<file path="config.mk">
export PLATFORM = sky130hd
export DESIGN_NAME = time_ascii_sender
export DESIGN_NICKNAME = d
export VERILOG_FILES = /design/src/rtl/time_ascii_sender.sv
export SDC_FILE = /design/constraint.sdc
export NUM_CORES = 1
export LEC_CHECK = 0
export CAP_MARGIN = 15
export CORE_AREA = 8 8 81 111
export DETAILED_ROUTE_END_ITERATION = 12
export DIE_AREA = 0 0 89 119
export GPL_TIMING_DRIVEN = 0
export PLACE_DENSITY = 0.74
export REMOVE_ABC_BUFFERS = 1
export SLEW_MARGIN = 20
export SYNTH_ARGS = -nofsm -noshare
export SYNTH_HDL_FRONTEND = slang
export SYNTH_SLANG_ARGS = --single-unit
</file>
<file path="constraint.sdc">
create_clock -name clk -period 2.9 [get_ports clk]
set_clock_uncertainty 0.15 [all_clocks]
set_input_delay 0.58 -clock clk [delete_from_list [all_inputs] [get_ports clk]]
set_output_delay 0.58 -clock clk [all_outputs]
set_load 0.02 [all_outputs]
</file>
<file path="src/rtl/time_ascii_sender.sv">
// Formats a binary hour/min/sec snapshot as ASCII "HH:MM:SS[CR]LF" and streams it to uart_tx.
// Optional feature macro: TIME_TX_CRLF_EN (adds CR before the trailing LF).
module time_ascii_sender #(
  parameter logic [7:0]  SEP_CHAR     = 8'h3A,
  parameter int unsigned GUARD_CYCLES = 1
) (
  input  logic       clk,
  input  logic       reset,
  input  logic       i_send,
  input  logic [4:0] i_hour,
  input  logic [5:0] i_min,
  input  logic [5:0] i_sec,
  input  logic       i_tx_busy,
  output logic       o_tx_start,
  output logic [7:0] o_tx_data,
  output logic       o_busy,
  output logic       o_done
);

  // Handshake with uart_tx: o_tx_start is a one-cycle strobe with o_tx_data valid in that
  // cycle; the transmitter raises i_tx_busy within GUARD_CYCLES and drops it when the byte
  // has left. The next byte is only issued once i_tx_busy is observed low.

`ifdef TIME_TX_CRLF_EN
  localparam logic [3:0] LAST = 4'd9;
`else
  localparam logic [3:0] LAST = 4'd8;
`endif

  typedef enum logic [2:0] {
    IDLE  = 3'd0,
    LOAD  = 3'd1,
    SEND  = 3'd2,
    GUARD = 3'd3,
    WAIT  = 3'd4,
    DONE  = 3'd5
  } state_t;

  state_t     state;
  logic       pending;
  logic [3:0] byte_idx;
  logic [3:0] guard_cnt;
  logic [4:0] hour_q;
  logic [5:0] min_q;
  logic [5:0] sec_q;
  logic [7:0] h_t, h_o, m_t, m_o, s_t, s_o;
  logic [7:0] frame_byte;

  function automatic logic [7:0] ascii_tens(input logic [5:0] v);
    return 8'h30 + 8'(v / 6'd10);
  endfunction

  function automatic logic [7:0] ascii_ones(input logic [5:0] v);
    return 8'h30 + 8'(v % 6'd10);
  endfunction

  always_comb begin
    frame_byte = 8'h0A;
    case (byte_idx)
      4'd0:    frame_byte = h_t;
      4'd1:    frame_byte = h_o;
      4'd2:    frame_byte = SEP_CHAR;
      4'd3:    frame_byte = m_t;
      4'd4:    frame_byte = m_o;
      4'd5:    frame_byte = SEP_CHAR;
      4'd6:    frame_byte = s_t;
      4'd7:    frame_byte = s_o;
`ifdef TIME_TX_CRLF_EN
      4'd8:    frame_byte = 8'h0D;
`endif
      default: frame_byte = 8'h0A;
    endcase
  end

  always_ff @(posedge clk) begin
    if (reset) begin
      state      <= IDLE;
      pending    <= 1'b0;
      byte_idx   <= 4'd0;
      guard_cnt  <= 4'd0;
      hour_q     <= 5'd0;
      min_q      <= 6'd0;
      sec_q      <= 6'd0;
      h_t        <= 8'h30;
      h_o        <= 8'h30;
      m_t        <= 8'h30;
      m_o        <= 8'h30;
      s_t        <= 8'h30;
      s_o        <= 8'h30;
      o_tx_start <= 1'b0;
      o_tx_data  <= 8'h00;
      o_busy     <= 1'b0;
      o_done     <= 1'b0;
    end else begin
      o_tx_start <= 1'b0;
      o_done     <= 1'b0;
      // Requests arriving while a frame is in flight (including DONE) collapse into one.
      if (state != IDLE && i_send) pending <= 1'b1;
      case (state)
        IDLE: begin
          if (i_send || pending) begin
            hour_q  <= i_hour;
            min_q   <= i_min;
            sec_q   <= i_sec;
            pending <= 1'b0;
            o_busy  <= 1'b1;
            state   <= LOAD;
          end
        end
        LOAD: begin
          h_t      <= ascii_tens({1'b0, hour_q});
          h_o      <= ascii_ones({1'b0, hour_q});
          m_t      <= ascii_tens(min_q);
          m_o      <= ascii_ones(min_q);
          s_t      <= ascii_tens(sec_q);
          s_o      <= ascii_ones(sec_q);
          byte_idx <= 4'd0;
          state    <= SEND;
        end
        SEND: begin
          o_tx_start <= 1'b1;
          o_tx_data  <= frame_byte;
          guard_cnt  <= 4'(GUARD_CYCLES - 1);
          state      <= GUARD;
        end
        GUARD: begin
          if (guard_cnt == 4'd0) state <= WAIT;
          else                   guard_cnt <= guard_cnt - 4'd1;
        end
        WAIT: begin
          if (!i_tx_busy) begin
            if (byte_idx < LAST) begin
              byte_idx <= byte_idx + 4'd1;
              state    <= SEND;
            end else begin
              o_done <= 1'b1;
              o_busy <= 1'b0;
              state  <= DONE;
            end
          end
        end
        DONE:    state <= IDLE;
        default: state <= IDLE;
      endcase
    end
  end

endmodule
</file>
# After elaboration in Yosys (flattened, before gate mapping)
# Index checks and enable logic that the tools add are counted.
# op_classes
mul	0
magnitude_cmp	1
reduce_logical	16
n_div	6
n_bitwise	1
n_eq_ne	17
n_mux	20
shift	0
addsub	8
# ops
op	count
8-bit one-hot mux with 7 select lines	1
6-bit by 8-bit adder with 8-bit output (first input constant)	6
6-bit by 4-bit divider with 8-bit output (second input constant)	2
4-bit by 3-bit == test with 1-bit output (second input constant)	4
6-bit by 4-bit modulo with 8-bit output (second input constant)	2
4-bit one-hot mux with 2 select lines	2
3-bit one-hot mux with 5 select lines	1
3-bit two-way mux	4
4-bit two-way mux	3
2-bit != test (second input constant)	6
5-bit by 4-bit divider with 8-bit output (second input constant)	1
4-bit by 2-bit == test with 1-bit output (second input constant)	2
4-bit logical NOT	2
5-bit by 4-bit modulo with 8-bit output (second input constant)	1
1-bit two-way mux	8
3-bit by 2-bit == test with 1-bit output (second input constant)	2
3-bit AND reduction	2
2-bit nonzero test	3
4-bit by 1-bit adder with 4-bit output (second input constant)	1
4-bit by 1-bit == test with 1-bit output (second input constant)	1
4-bit < comparator (second input constant)	1
2-bit AND reduction	2
4-bit AND reduction	1
4-bit by 1-bit subtractor with 4-bit output (second input constant)	1
other kinds (10)	10
# word_totals
ramBits	0
output_inout_bits	11
latch_bits	0
romBits	0
input_bits	21
elab_cells	86
ff_bits	88
mem_count	0

# Logic depth before layout (Yosys ltp)
# depth
ltp_word	5
depth_mapped	12
mapped_depth_nobuf	11

# Worst setup path after synthesis
# OpenSTA, ideal clock, no wires.
# synth_timing
kind	flip-flop to flip-flop
start	register sec_q[4]
end	register s_o[5]
path_slack_ps	92
t_required_ps	2622
stages_incl_launch_ff	12
path_buffers	1
setup_time_ps	128
period_less_slack_ps	2808
t_arrival_ps	2529
path_cell_list	dfxtp_1 buf_2 inv_1 ha_1 nor2b_1 o22ai_1 a221oi_2 a211o_4 o21ai_1 a211o_1 ha_1 a21oi_1
# synth_between
elab_chain_len	2
# synth_rtl
element	line	rtl
start: declaration	45	logic [5:0] sec_q;
start signal: assignment	104	sec_q <= i_sec;
6-bit by 4-bit modulo with 8-bit output	54	return 8'h30 + 8'(v % 6'd10);
6-bit by 8-bit adder with 8-bit output	54	
end signal: assignment	116	s_o <= ascii_ones(sec_q);
end: declaration	46	logic [7:0] h_t, h_o, m_t, m_o, s_t, s_o;
# Every way passes these cells.
# A chain may end at the register's enable or synchronous reset.

# Final worst setup path
# Ends and elaborated chain as after synthesis.

==> results.yml <==
sta:
  final_min_period_over_clock_period_pct: 94.7
  max_slew.worst_pin.slew_ns: 0.718
  final_max_slew_viol_count: 0
  fmax_mhz: 364
  relSlewSlack_pct: 52.1
  finalWorstSetupSlack_ns: 0.155
  finalHoldViolations: 0
  fin_crit_ns: 2.75
  final-setup-viol-count: 0
pwr:
  combinational_group_share_of_total_power_pct: 19.8
  irDropWorstVdd_uv: 303
  p_seq_share_pct: 47.1
  switching_part_of_the_total_power_pct: 29.3
  power.leakage_uw: 0.00156
  clkPwrFrac_pct: 33.0
  power.net_switching_uw: 708
  p_int_uw: 1710
  power_density_nw_per_um2: 565
synth:
  synthArstFlopShare_pct: 0
  average_cell_area_after_synthesis_um2: 8.13
  synth-main-ff-cell: "sky130_fd_sc_hd__dfxtp_1"
  number_of_warnings_reported_in_the_yosys_synthesis_log: 0
  mappedNetlistArea_um2: 3700
  synth_largest_type_area_fraction_pct: 39.0
  yosys_register_bits: 72
  seq_area_frac_synth_pct: 39.0
  synth_most_common_cell: "sky130_fd_sc_hd__dfxtp_1"
  synth.cells.most_frequent: "sky130_fd_sc_hd__dfxtp_1 (72), sky130_fd_sc_hd__nand2_1 (68), sky130_fd_sc_hd__a21oi_1 (41)"
  syn_inst: 455
  number_of_enable_flip_flop_cells_after_synthesis: 0
  synth.area.top_cells: "sky130_fd_sc_hd__dfxtp_1 (39%), sky130_fd_sc_hd__nand2_1 (6.9%), sky130_fd_sc_hd__a21oi_1 (5.5%)"
  post_synth_num_cell_types: 59
  synth_top_area_cell: "sky130_fd_sc_hd__dfxtp_1"
floorplan:
  die-height_um: 119
  core_area_um2: 7310
  fp.dieArea_um2: 10600
  row_count: 37
  pin_count: 32
  die_w_um: 89
  starting_utilization_of_the_core_area_pct: 50.5
global_routing:
  wire_length_of_the_first_global_routing_pass_um: 13500
  gr-usage-all-layers_pct: 15.7
  grt_overflow: 0
  number_of_antenna_violations_at_the_first_check_in_global_routing: 0
  grt_start_max_net_pins: 40
  first_global_vias: 3038
cts:
  ctsHtreeMaxLevel: 3
  worst_setup_hold_path_clk_slew_ns: 0.07
  cts_buf_count: 9
  skew_pair_late_insertion_delay_ns: 0.34
  clockBufferDepth: 2
  clkSinkCount: 72
  cts-hold-fix-buffers: 0
  cts_tree: "built"
  ctsRootBufferMaster: "sky130_fd_sc_hd__clkbuf_8"
finish:
  nets: 509
  num_antenna_cells: 0
  drive_above_1_share_pct: 7.55
  postLayoutCoreUtil_pct: 58.4
  flow.area_growth_from_synthesis_pct: 15.5
routing:
  detailedRoute.firstIterationViolations: 117
  routedWlPerCell_um: 13.6
  postRouteWirelength_um: 7790
  antenna_left: 0
  mean_number_of_vias_per_cell: 5.62
  dr.pass1.iters: 4
  total_number_of_vias: 3227
  drcViolationCount: 0
worst_setup_path:
  critical_path.slowest_cell: "sky130_fd_sc_hd__dfxtp_4"
  cp_max_fo: 15
  worst_path_largest_cell_delay_ns: 0.42
  worst_setup_path_end_kind: "flop"
  timing.critical_path.arrival_ns: 2.80
  cp_cell_sequence: "inv_1 -> ha_2 -> nor2b_2 -> o22ai_1 -> a221oi_2 -> a211o_4 -> o21ai_1 -> a211o_1 -> ha_1 -> a21oi_1"
  criticalPathCategory: "flop to flop"
  startpoint_type_of_the_worst_setup_path: "flop"
  rrSetupSlack_ns: 0.15
  timing.critical_path.required_ns: 2.96
worst_hold_path:
  worst_min_delay_path_category: "flop to flop"
run:
  max_cap_viol_count: 0
placement:
  port_buffers: 31
  gp_congestion: 0.881
  place_hpwl_um: 5780
  dp_worst_setup_slack_ns: -0.398
outcome:
  run_status: "complete, no violations"
cell families (layout without fill, tap and decap cells):
| family | after synthesis | in the layout | share of synthesized area [%] |
|---|---|---|---|
| buf+inv | 44 | 65 | 4.67 |
| other cells | 1 | 2 | 0.101 |
| mux | 4 | 4 | 1.08 |
| compound gates | 137 | 137 | 25.7 |
| xor+xnor | 7 | 7 | 1.66 |
| fa+ha+maj | 16 | 16 | 5.41 |
| flops | 72 | 72 | 39.0 |
| simple gates | 174 | 174 | 22.4 |
final timing paths:
check                   startpoint             endpoint  depth (start not counted)
max          sec_q[4]$_SDFFE_PP0P_  s_o[5]$_SDFFE_PP1P_                         10
min            m_o[3]$_SDFFE_PP0P_  m_o[3]$_SDFFE_PP0P_                          2
max reg2reg  sec_q[4]$_SDFFE_PP0P_  s_o[5]$_SDFFE_PP1P_                         10
min reg2reg    m_o[3]$_SDFFE_PP0P_  m_o[3]$_SDFFE_PP0P_                          2
metal layers:
layer | vias to the layer above | routed length, µm | share of wire (%) | track usage, %
li1 | 1651 | - | - | -
met1 | 1509 | 3370 | 43 | 17.7
met2 | 55 | 3990 | 51 | 27.5
met3 | 12 | 278 | 3.6 | 3.23
met4 | 0 | 155 | 2.0 | 6.17
met5 | - | 0 | 0 | 0
cell usage in the layout (no fill, tap or decap), types with 14 or more instances in the layout:
cell type,instances
sky130_fd_sc_hd__ha_1,15
sky130_fd_sc_hd__o21ai_0,24
sky130_fd_sc_hd__a22o_1,14
sky130_fd_sc_hd__nor3_1,20
sky130_fd_sc_hd__nor2b_1,14
sky130_fd_sc_hd__dfxtp_1,69
sky130_fd_sc_hd__clkdlybuf4s50_1,30
sky130_fd_sc_hd__nand2_1,68
sky130_fd_sc_hd__a21oi_1,40
sky130_fd_sc_hd__nor2_1,37
sky130_fd_sc_hd__inv_1,16
what timing repair did:
item | CTS | global route
endpoints found under the hold margin | 0 | 0
resized for setup | 4 | 3
setup buffers | 1 | 1
setup endpoints to repair | 4 | 3
pin swaps | 1 | 1
power groups by stage:
stage / Combinational (µW) / Clock, µW / Sequential (µW)
6_report: 478 / 798 / 1140
3_5_place_dp: 472 / 0 / 1160
2_1_floorplan: 328 / 0 / 1150
4_1_cts: 478 / 818 / 1140
5_1_grt: 546 / 859 / 1150
3_3_place_gp: 459 / 0 / 1150
area by class of cell:
type	count	area [µm²]
repair buffers	33	320
clock buffers	11	151
fillers	720	3040
clock inverters	5	55.1
multi-input cells	340	2110
inverters	16	60.1
flip-flops and latches	72	1450
well taps	97	121
worst max-delay path: cells and delay by family, from the launching register on:
family                     cells  cell delay, ns
AOI/OAI and AO/OA              6            1.18
and+or+nand+nor                1            0.17
adders and majority gates      2            0.61
buffers and inverters          1            0.08
DFF                            1            0.42
state kept, by name, summed over array words and instances, names as in the netlist, 2 cells and up:
register,flops
guard_cnt,4
hour_q,5
sec_q,6
h_t,2
m_t,3
o_tx_data,8
m_o,8
min_q,6
s_t,3
h_o,8
byte_idx,4
state,3
s_o,8
metrics by stage:
| step | cell area, µm² | power, µW | std cells | hold WS, ns | TNS [ns] |
|---|---|---|---|---|---|
| after detailed placement | 4030 | 1630 | 556 | 0.286 | -0.918 |
| after global routing | 4270 | 2550 | 574 | 0.308 | -0.00843 |
| after CTS | 4250 | 2430 | 573 | 0.296 | 0 |
| after floorplan | 3590 | 1480 | 428 | 0.262 | 0 |
| final | 4270 | 2410 | 574 | 0.296 | 0 |
| after global placement | 4020 | 1610 | 556 | 0.277 | -36.19 |
No activity file was read; power rests on OpenSTA's default activity.
